<file path="config.mk">
export PLATFORM = sky130hd
export DESIGN_NAME = ahb_lite_master
export DESIGN_NICKNAME = d
export VERILOG_FILES = /design/src/rtl/ahb_lite_master.sv
export SDC_FILE = /design/constraint.sdc
export NUM_CORES = 1
export LEC_CHECK = 0
export ABC_AREA = 1
export CORE_ASPECT_RATIO = 1.1
export CORE_MARGIN = 3
export CORE_UTILIZATION = 43
export CTS_CLUSTER_SIZE = 14
export DETAILED_ROUTE_END_ITERATION = 8
export GPL_ROUTABILITY_DRIVEN = 0
export PLACE_DENSITY = 0.95
export SYNTH_ARGS = -nofsm -noshare
export SYNTH_HDL_FRONTEND = slang
export SYNTH_SLANG_ARGS = --single-unit
</file>
<file path="constraint.sdc">
create_clock -name HCLK -period 1.8 [get_ports HCLK]
set_input_delay 0.18 -clock HCLK [delete_from_list [all_inputs] [get_ports HCLK]]
set_output_delay 0.18 -clock HCLK [all_outputs]
set_load 0.02 [all_outputs]
</file>
<file path="src/rtl/ahb_lite_master.sv">
`default_nettype none
// ============================================================================
// Module      : ahb_lite_master
// Description : AHB-Lite bus master. It turns application requests
//               (addr/opcode/enable/new_trans/busy) into pipelined AHB
//               address and data phases. It supports INCR bursts with BUSY
//               insertion, read-data capture and error reporting.
// Config      : AHB_MASTER_ERR_CANCEL_EN - when defined, the first cycle of
//               an ERROR response cancels the transfer queued in the address
//               phase (HTRANS is forced to IDLE).
// Revision    : 1.0 - initial release
// ============================================================================
module ahb_lite_master (
  input  logic        HCLK,
  input  logic        HRESETn,
  // AHB slave response
  input  logic [31:0] HRDATA,
  input  logic        HREADY,
  input  logic        HRESP,
  // application request
  input  logic [31:0] data_in,
  input  logic [31:0] addr,
  input  logic [3:0]  opcode,
  input  logic        enable,
  input  logic        new_trans,
  input  logic        busy,
  // AHB master outputs
  output logic [31:0] HADDR,
  output logic        HWRITE,
  output logic [2:0]  HSIZE,
  output logic [2:0]  HBURST,
  output logic [3:0]  HPROT,
  output logic [1:0]  HTRANS,
  output logic        HMASTLOCK,
  output logic [31:0] HWDATA,
  // application response
  output logic [31:0] data_out,
  output logic        data_valid,
  output logic        error,
  output logic        WAIT
);

  typedef enum logic [1:0] {
    TR_IDLE   = 2'b00,
    TR_BUSY   = 2'b01,
    TR_NONSEQ = 2'b10,
    TR_SEQ    = 2'b11
  } htrans_e;

  localparam logic [2:0] C_BURST_SINGLE = 3'b000;
  localparam logic [2:0] C_BURST_INCR   = 3'b001;
  localparam logic [3:0] C_HPROT        = 4'b0011;

  // Address-phase registers
  htrans_e     htrans_q,     htrans_d;
  logic [31:0] haddr_q,      haddr_d;
  logic        hwrite_q,     hwrite_d;
  logic [2:0]  hsize_q,      hsize_d;
  logic [2:0]  hburst_q,     hburst_d;
  logic        burst_open_q, burst_open_d;

  // Data-phase registers
  logic        dphase_q,     dphase_d;
  logic        dphase_wr_q,  dphase_wr_d;
  logic [31:0] hwdata_q,     hwdata_d;
  logic [31:0] data_out_q,   data_out_d;
  logic        data_valid_q, data_valid_d;

  // Address phase currently on the bus carries a real transfer
  logic        addr_accept;
  // First ERROR cycle: cancel the queued transfer (only when enabled)
  logic        err_cancel;

  assign addr_accept = (htrans_q == TR_NONSEQ) || (htrans_q == TR_SEQ);

`ifdef AHB_MASTER_ERR_CANCEL_EN
  assign err_cancel = dphase_q & HRESP & ~HREADY;
`else
  assign err_cancel = 1'b0;
`endif

  // Transfer size from function code; UART codes use a word access
  function automatic logic [2:0] size_of(input logic [1:0] func);
    case (func)
      2'd0:    size_of = 3'b000;
      2'd1:    size_of = 3'b001;
      default: size_of = 3'b010;
    endcase
  endfunction

  // Next-state: pipeline advance on HREADY, error cancel while stalled
  always_comb begin
    htrans_d     = htrans_q;
    haddr_d      = haddr_q;
    hwrite_d     = hwrite_q;
    hsize_d      = hsize_q;
    hburst_d     = hburst_q;
    burst_open_d = burst_open_q;
    dphase_d     = dphase_q;
    dphase_wr_d  = dphase_wr_q;
    hwdata_d     = hwdata_q;
    data_out_d   = data_out_q;
    data_valid_d = 1'b0;

    if (HREADY) begin
      // Current address phase moves into the data phase
      dphase_d    = addr_accept;
      dphase_wr_d = hwrite_q;
      // Write data arrives one cycle after its address
      if (addr_accept && hwrite_q) begin
        hwdata_d = data_in;
      end

      // New address phase; during BUSY addr carries the pending beat
      haddr_d  = addr;
      hwrite_d = opcode[2];
      hsize_d  = size_of(opcode[1:0]);
      hburst_d = opcode[3] ? C_BURST_INCR : C_BURST_SINGLE;

      if (enable && new_trans) begin
        htrans_d     = TR_NONSEQ;
        burst_open_d = opcode[3];
      end else if (enable && opcode[3] && burst_open_q) begin
        htrans_d     = busy ? TR_BUSY : TR_SEQ;
        burst_open_d = 1'b1;
      end else begin
        htrans_d     = TR_IDLE;
        burst_open_d = 1'b0;
      end

      // Read completes only on an OKAY response
      if (dphase_q && !dphase_wr_q && !HRESP) begin
        data_out_d   = HRDATA;
        data_valid_d = 1'b1;
      end
    end else if (err_cancel) begin
      // Drop the queued transfer so no data phase follows the error
      htrans_d     = TR_IDLE;
      burst_open_d = 1'b0;
    end
  end

  // State registers with asynchronous active-low reset
  always_ff @(posedge HCLK or negedge HRESETn) begin
    if (!HRESETn) begin
      htrans_q     <= TR_IDLE;
      haddr_q      <= '0;
      hwrite_q     <= 1'b0;
      hsize_q      <= 3'b000;
      hburst_q     <= C_BURST_SINGLE;
      burst_open_q <= 1'b0;
      dphase_q     <= 1'b0;
      dphase_wr_q  <= 1'b0;
      hwdata_q     <= '0;
      data_out_q   <= '0;
      data_valid_q <= 1'b0;
    end else begin
      htrans_q     <= htrans_d;
      haddr_q      <= haddr_d;
      hwrite_q     <= hwrite_d;
      hsize_q      <= hsize_d;
      hburst_q     <= hburst_d;
      burst_open_q <= burst_open_d;
      dphase_q     <= dphase_d;
      dphase_wr_q  <= dphase_wr_d;
      hwdata_q     <= hwdata_d;
      data_out_q   <= data_out_d;
      data_valid_q <= data_valid_d;
    end
  end

  assign HADDR      = haddr_q;
  assign HWRITE     = hwrite_q;
  assign HSIZE      = hsize_q;
  assign HBURST     = hburst_q;
  assign HPROT      = C_HPROT;
  assign HMASTLOCK  = 1'b0;
  // Cancel takes effect already in the first error cycle
  assign HTRANS     = err_cancel ? TR_IDLE : htrans_q;
  assign HWDATA     = hwdata_q;
  assign data_out   = data_out_q;
  assign data_valid = data_valid_q;
  // Error spans both response cycles and drops once HRESP returns low
  assign error      = dphase_q & HRESP;
  assign WAIT       = dphase_q & ~HREADY;

endmodule
`default_nettype wire

</file>
## After elaboration in Yosys (flattened, before gate mapping)

Index checks and enable logic that the tools add are counted.

| operators by class | value |
|---|---|
| equality and inequality tests | 3 |
| bitwise operators | 3 |
| mux-type cells | 9 |
| reduce and logical (&&, ||, !) cells | 12 |

Operator list:

| cell | count |
|---|---|
| $logic_and 1x1->1 | 6 |
| $mux 2 | 3 |
| $mux 1 | 5 |
| $eq 2x2->1 const B | 2 |
| $pmux 2 s2 | 1 |
| $reduce_and 2->1 | 2 |
| $and 1x1->1 | 2 |
| $eq 2x1->1 const B | 1 |
| $logic_not 1->1 | 2 |
| $logic_not 2->1 | 1 |
| $logic_or 1x1->1 | 1 |
| $not 1->1 | 1 |

| storage, ports and cells | value |
|---|---|
| output and inout port bits | 113 |
| word-level logic and storage cells | 38 |
| bits in registers | 109 |

## Longest topological paths before layout

Gate-level depths: netlist of the first run.

| logic depth | value |
|---|---|
| depth in word-level cells | 5 |
| gate-level depth with buffers | 6 |
| depth with buffers taken out | 5 |

## Least setup slack after synthesis of the first run

Ideal clock, no wire load.

| timing path | value |
|---|---|
| kind | register to register |
| start | register htrans_q[1], in the netlist HTRANS[1] |
| end | register hwdata_q[10], in the netlist HWDATA[10] |
| setup time | 0.121 ns |
| cell stages (with the launch flop) | 5 |
| arrival | 0.976 ns |
| buffers on the path | 1 |
| path slack | 0.703 ns |
| path through | dfrtp_1 > nand3_4 > buf_4 > nand2_1 > o21ai_1 |

| between the ends | value |
|---|---|
| cells in the longest elaborated chain, start to end | 4 |
| elaborated cells on any way between the ends | 5 |
| classes of those cells | 2 x eq/ne; 3 x reduce/logical |

Ends and longest elaborated chain:

| item | RTL line | RTL |
|---|---|---|
| from (decl) | 55 | `htrans_e htrans_q, htrans_d;` |
| from (signal assigned) | 158 | `htrans_q <= htrans_d;` |
| $eq 2x2->1 | 74 | `assign addr_accept = (htrans_q == TR_NONSEQ) \|\| (htrans_q == TR_SEQ);` |
| $logic_or 1x1->1 (*) | 74 |  |
| $logic_and 1x1->1 (*) | 110 | `if (addr_accept && hwrite_q) begin` |
| $reduce_and 2->1 (no line) (*) | - |  |
| to (signal assigned) | 166 | `hwdata_q <= hwdata_d;` |
| to (decl) | 65 | `logic [31:0] hwdata_q, hwdata_d;` |

Every way passes the cells marked *; elsewhere a longest branch is shown, timed or not.
A chain may end at the register's enable or synchronous reset.

## Worst setup path in the final report of the first run

| timing path | value |
|---|---|
| start | register dphase_q |
| end | output error |

| between the ends | value |
|---|---|
| cells in the longest elaborated chain, start to end | 1 |

Ends and longest elaborated chain:

| item | RTL line | RTL |
|---|---|---|
| from (decl) | 63 | `logic dphase_q, dphase_d;` |
| from (signal assigned) | 164 | `dphase_q <= dphase_d;` |
| $and 1x1->1 | 184 | `assign error = dphase_q & HRESP;` |
| to (decl) | 39 | `output logic error,` |

Every way passes these cells.

==> results.sh, run 1 <==
export IMPL_grt_pass1_wl_mm=18.0
export IMPL_fin_crit_sh_pct=93.0
export IMPL_final_nets=781
export IMPL_fin_skew_ps=13.0
export IMPL_cts_made_buffers=9
export IMPL_wl_per_cell_um=14.1
export IMPL_vias_per_cell=4.59
export IMPL_clk_pin_slew_worst_paths_ps=100
export IMPL_grtUsageTotal_pct=20.8
export IMPL_p_per_area_nw_per_um2=1100
export IMPL_clock_latency_ps=350
export IMPL_path_class="reg2out"
export IMPL_firstDrtPassIters=4
export IMPL_area_delta_synth_final_pct=56.3
export IMPL_wirelength_mm=11.2
export IMPL_drcViolationCount=0
export IMPL_ys_ff_latch=106
export IMPL_rsz0062_at_grt="false"
export IMPL_crit_family="buffers and inverters"
export IMPL_finalMaxSlewViolations=0
export IMPL_cp_end_kind="output pin"
export IMPL_cp_cell_sequence="nand2_1 > inv_1 > clkdlybuf4s50_1"
export IMPL_cts_tree="built"
export IMPL_synth_distinct_cells=17
export IMPL_yosys_warnings=0
export IMPL_critPathMaxStageDelay_ps=590
export IMPL_final_area_sq_um=6550
export IMPL_tightest_slew_ps=655
export IMPL_die_x_um=100
export IMPL_synthCells=466
export IMPL_min_period_ps=1670
export IMPL_ant_nets=0
export IMPL_antenna_found_initial=0
export IMPL_finalNonFillerCells=795
export IMPL_worst_hold_slack_ps=181
export IMPL_p_leak_uw=0.00327
export IMPL_coreArea_sq_um=9440
export IMPL_synth_area_sq_um=4190
export IMPL_dp_cells=779
export IMPL_cts_sinks=106
export IMPL_fmax_mhz=597
export IMPL_worstPathArrival_ps=1490
export IMPL_setup_ws_ps=125
export IMPL_cts_buffer_depth=2
export IMPL_cp_depth=3
export IMPL_critPathMaxFanout=3
export IMPL_critPathRequiredTime_ps=1620
export IMPL_rows=37
export IMPL_ff2ff_path_depth=2
export IMPL_drive_above_1_share_pct=4.28
export IMPL_die_height_um=110
export IMPL_drtIter0Drc=172
export IMPL_critPathBufInv=2
export IMPL_worstHoldPathType="in2reg"
export IMPL_status="completed"
export IMPL_num_io_pins=220
export IMPL_grt_pass1_vias=3718
export IMPL_hold_viol=0
export IMPL_worstSetupStartpointType="flip-flop"
export IMPL_grt_overflow=0
export IMPL_hold_path_depth=3
export IMPL_vias=3648
export IMPL_drv_cap=0
export IMPL_h_tree_depth=3
export IMPL_dp_hpwl_mm=8.81
export IMPL_post_cts_setup_buffers=0
export IMPL_setup_viol=0
export IMPL_cts_root_buffer="clkbuf_8"
export IMPL_start_util_pct=44.4
export IMPL_slowest_stage="clkdlybuf4s50_1"
export IMPL_dpl_worst_slack_ps=241
export IMPL_antenna_cells=0
export IMPL_die_area_sq_um=11000
export IMPL_setup_tns_ps=0
export IMPL_yosysSeqAreaShare_pct=63.2
export IMPL_place_area_sq_um=6320
export IMPL_placement_io_buffers=211
export IMPL_peakVddDrop_uv=553
export IMPL_syn_area_per_cell_sq_um=9.00
export IMPL_slew_headroom_pct=56.4
export IMPL_grt_max_degree=65
flip-flops by register name, indices dropped and copies added (netlist names):
name / flops
burst_open_q: 1
HBURST: 1
dphase_q: 1
HWRITE: 1
data_valid: 1
HWDATA: 32
HTRANS: 2
dphase_wr_q: 1
data_out: 32
HADDR: 32
HSIZE: 2
metal layers:
layer  part of all wire, %  global-route usage, %  vias up
met5                     0                      0        -
met4                   2.1                   8.28        0
met3                   8.3                   5.20       20
met2                    52                   36.6      155
met1                    38                   24.4     1676
li1                      -                      -     1797
stage by stage:
| stage | utilization [%] | total power (uW) |
|---|---|---|
| 4_1_cts | 69.4 | 7280 |
| 5_1_grt | 69.4 | 7590 |
| 3_5_place_dp | 67.0 | 5690 |
| 3_3_place_gp | 67.0 | 5580 |
| 6_report | 69.4 | 7200 |
| 2_1_floorplan | - | 4260 |
report_power, final:
part | switching (uW) | internal [uW] | total, uW
Combinational | 1250 | 1230 | 2480
Sequential | 286 | 2860 | 3140
Clock | 755 | 818 | 1570
Total | 2290 | 4900 | 7200
timing repair:
action                                 CTS  global route
resized for setup                        0             1
endpoints found under the hold margin   25             0
setup endpoints to repair                0             1
hold buffers                             1             0
path summary, 6_finish.rpt:
check	from	end	slack [ps]
min in group asynchronous	HRESETn	HWDATA[10]$_DFFE_PN0P_	320
min	HREADY	HADDR[4]$_DFFE_PN0P_	180
max reg2reg	HTRANS[1]$_DFFE_PN0P_	HWDATA[20]$_DFFE_PN0P_	340
max in group asynchronous	HRESETn	dphase_q$_DFFE_PN0P_	870
min reg2reg	HADDR[15]$_DFFE_PN0P_	HADDR[15]$_DFFE_PN0P_	480
max	dphase_q$_DFFE_PN0P_	error	130
worst register-to-register path, delay by kind of cell, from the launching register on:
family	cells	cell delay (ps)
compound gates	1	380
flops	1	470
simple gates	1	510
cell usage in the layout (no fill, tap or decap), types with 2 or more instances in the layout:
cell and instances:
nand2_1 243, nand3_4 2, o21ai_1 32, clkdlybuf4s50_1 208, inv_1 36, buf_4 8, nor2_1 6, bufinv_16 2
conb_1 8, clkbuf_8 10, a21oi_1 3, dfrtp_1 106, o21ai_0 2
logic make-up after synthesis:
logic type / count (synthesis) / synth area share [%]
compound gates: 37 / 4.42
other cells: 2 / 0.179
buf+inv: 67 / 8.62
flops: 106 / 63.2
simple gates: 254 / 23.5
synth_stat cells (all sizes together):
cell   instances  share of area, %
a21oi          3              0.36
buf           29               5.2
conb           2              0.18
dfrtp        106                63
inv           38               3.5
nand2        243                22
nand3          3              0.95
nand4          1              0.15
nor2           7              0.69
o21ai         34               4.1
cell type report:
type | instances | area (sq um)
multi-input combinational | 299 | 1200
clock buffer | 11 | 141
inverter | 38 | 145
clock inverter | 4 | 76.3
timing repair buffer | 220 | 2190
sequential | 106 | 2650
fill | 725 | 2890
tap | 117 | 146
No activity file was read; power rests on OpenSTA's default activity.
==> run 2, diff against run 1 <==
--- a/config.mk
+++ b/config.mk
@@ -13,6 +13,7 @@
 export DETAILED_ROUTE_END_ITERATION = 8
 export GPL_ROUTABILITY_DRIVEN = 0
 export PLACE_DENSITY = 0.95
+export REMOVE_ABC_BUFFERS = 1
 export SYNTH_ARGS = -nofsm -noshare
 export SYNTH_HDL_FRONTEND = slang
 export SYNTH_SLANG_ARGS = --single-unit
==> results.sh, run 2 (synthesis gave the netlist of run 1 again) <==
export IMPL_status="completed"
export IMPL_grt_pass1_vias=3636
export IMPL_path_class="reg2out"
export IMPL_setup_viol=0
export IMPL_coreArea_sq_um=9440
export IMPL_cts_sinks=106
export IMPL_placement_io_buffers=211
export IMPL_clock_latency_ps=350
export IMPL_die_area_sq_um=11000
export IMPL_grt_overflow=0
export IMPL_vias=3652
export IMPL_tightest_slew_ps=646
export IMPL_clk_pin_slew_worst_paths_ps=100
export IMPL_antenna_found_initial=0
export IMPL_vias_per_cell=4.59
export IMPL_post_cts_setup_buffers=0
export IMPL_start_util_pct=44.4
export IMPL_wl_per_cell_um=14.4
export IMPL_worstHoldPathType="in2async"
export IMPL_firstDrtPassIters=7
export IMPL_drcViolationCount=0
export IMPL_critPathRequiredTime_ps=1620
export IMPL_p_per_area_nw_per_um2=1080
export IMPL_dp_hpwl_mm=8.76
export IMPL_cts_root_buffer="clkbuf_8"
export IMPL_cts_made_buffers=9
export IMPL_die_x_um=100
export IMPL_cp_end_kind="output pin"
export IMPL_drtIter0Drc=158
export IMPL_grt_pass1_wl_mm=17.5
export IMPL_p_leak_uw=0.00327
export IMPL_area_delta_synth_final_pct=56.0
export IMPL_worstSetupStartpointType="flip-flop"
export IMPL_rows=37
export IMPL_dp_cells=778
export IMPL_fmax_mhz=580
export IMPL_num_io_pins=220
export IMPL_grtUsageTotal_pct=20.4
export IMPL_drv_cap=0
export IMPL_finalNonFillerCells=795
export IMPL_ant_nets=0
export IMPL_peakVddDrop_uv=574
export IMPL_drive_above_1_share_pct=3.83
export IMPL_grt_max_degree=58
export IMPL_final_nets=780
export IMPL_cts_tree="built"
export IMPL_wirelength_mm=11.5
export IMPL_hold_viol=0
export IMPL_h_tree_depth=3
export IMPL_finalMaxSlewViolations=0
export IMPL_slew_headroom_pct=56.9
export IMPL_final_cell_mix="243 x nand2_1, 209 x clkdlybuf4s50_1, 106 x dfrtp_1, 36 x inv_1, 32 x o21ai_1"
export IMPL_antenna_cells=0
export IMPL_min_period_ps=1720
export IMPL_final_common_cell="nand2_1"
export IMPL_die_height_um=110
export IMPL_rsz0062_at_grt="false"
export IMPL_post_route_util_pct=69.3
export IMPL_critPathMaxFanout=3
export IMPL_fin_crit_sh_pct=95.7
export IMPL_fin_skew_ps=7.18
export IMPL_cts_buffer_depth=2
export IMPL_reg2reg_slack_ps=530
export IMPL_worstPathArrival_ps=1540
run 2: changes by cell type in the layout (fill, tap and decap cells not counted):
cell / change
buf_4: -2
clkbuf_1: +2
buf_12: +1
buf_2: -1
bufinv_16: -1
clkbuf_8: +1
clkdlybuf4s50_1: +1
clkinv_2: +1
clkinv_4: -1
clkinvlp_4: -1
run 2: where the power goes:
group | switching [uW] | internal, uW
clock network | 746 | 721
logic | 1260 | 1230
registers | 284 | 2860
total | 2290 | 4810
run 2: final cells by class:
cell class                 count  area [sq um]
fill                         709          2900
sequential                   106          2650
timing repair buffer         219          2200
multi-input combinational    299          1200
clock buffer                  14           163
tap                          117           146
inverter                      38           145
clock inverter                 2          35.0
run 2: final timing paths:
check	depth (start not counted)	startpoint	to
worst max-delay path	3	dphase_q$_DFFE_PN0P_	error
min in group HCLK	3	HRDATA[15]	data_out[15]$_DFFE_PN0P_
worst max register to register	5	dphase_wr_q$_DFFE_PN0P_	data_out[8]$_DFFE_PN0P_
worst min-delay path	2	HRESETn	HADDR[21]$_DFFE_PN0P_
worst min register to register	2	HADDR[10]$_DFFE_PN0P_	HADDR[10]$_DFFE_PN0P_
max in group asynchronous	3	HRESETn	HWDATA[7]$_DFFE_PN0P_
run 2: routing by layer:
layer	global-route usage, %	routed length (um)	vias up
li1	-	-	1801
met1	23.5	4340	1698
met2	37.1	6200	129
met3	3.43	618	24
met4	9.24	329	0
met5	0	0	-
run 2: per-stage QoR:
stage | TNS, ps | setup slack (ps) | total power [uW] | hold WS, ps | instance area, sq um
finish | 0 | 77.1 | 7100 | 250 | 6540
global route | 0 | 10.3 | 7460 | 248 | 6540
CTS | 0 | 5.29 | 7160 | 224 | 6540
detailed placement | -11.4 | -11.4 | 5690 | 77.0 | 6330
global placement | 0 | 103 | 5600 | 77.6 | 6330
floorplan | 0 | 506 | 4200 | -116 | 4000
run 2: repair_timing:
item,CTS,global route
hold buffers,1,0
endpoints found under the setup margin,0,1
hold endpoints to repair,20,0
resized for setup,0,1
run 2: worst max-delay path: stages (launching register included):
cell	delay [ps]
dfrtp_1	430
nand2_1	70
inv_1	90
clkdlybuf4s50_1	600
==> run 3, diff against run 2 <==
--- a/config.mk
+++ b/config.mk
@@ -14,6 +14,7 @@
 export GPL_ROUTABILITY_DRIVEN = 0
 export PLACE_DENSITY = 0.95
 export REMOVE_ABC_BUFFERS = 1
+export SLEW_MARGIN = 15
 export SYNTH_ARGS = -nofsm -noshare
 export SYNTH_HDL_FRONTEND = slang
 export SYNTH_SLANG_ARGS = --single-unit
==> results of run 3 <==
Final layout, timing and power as in run 2 (identical DEF).
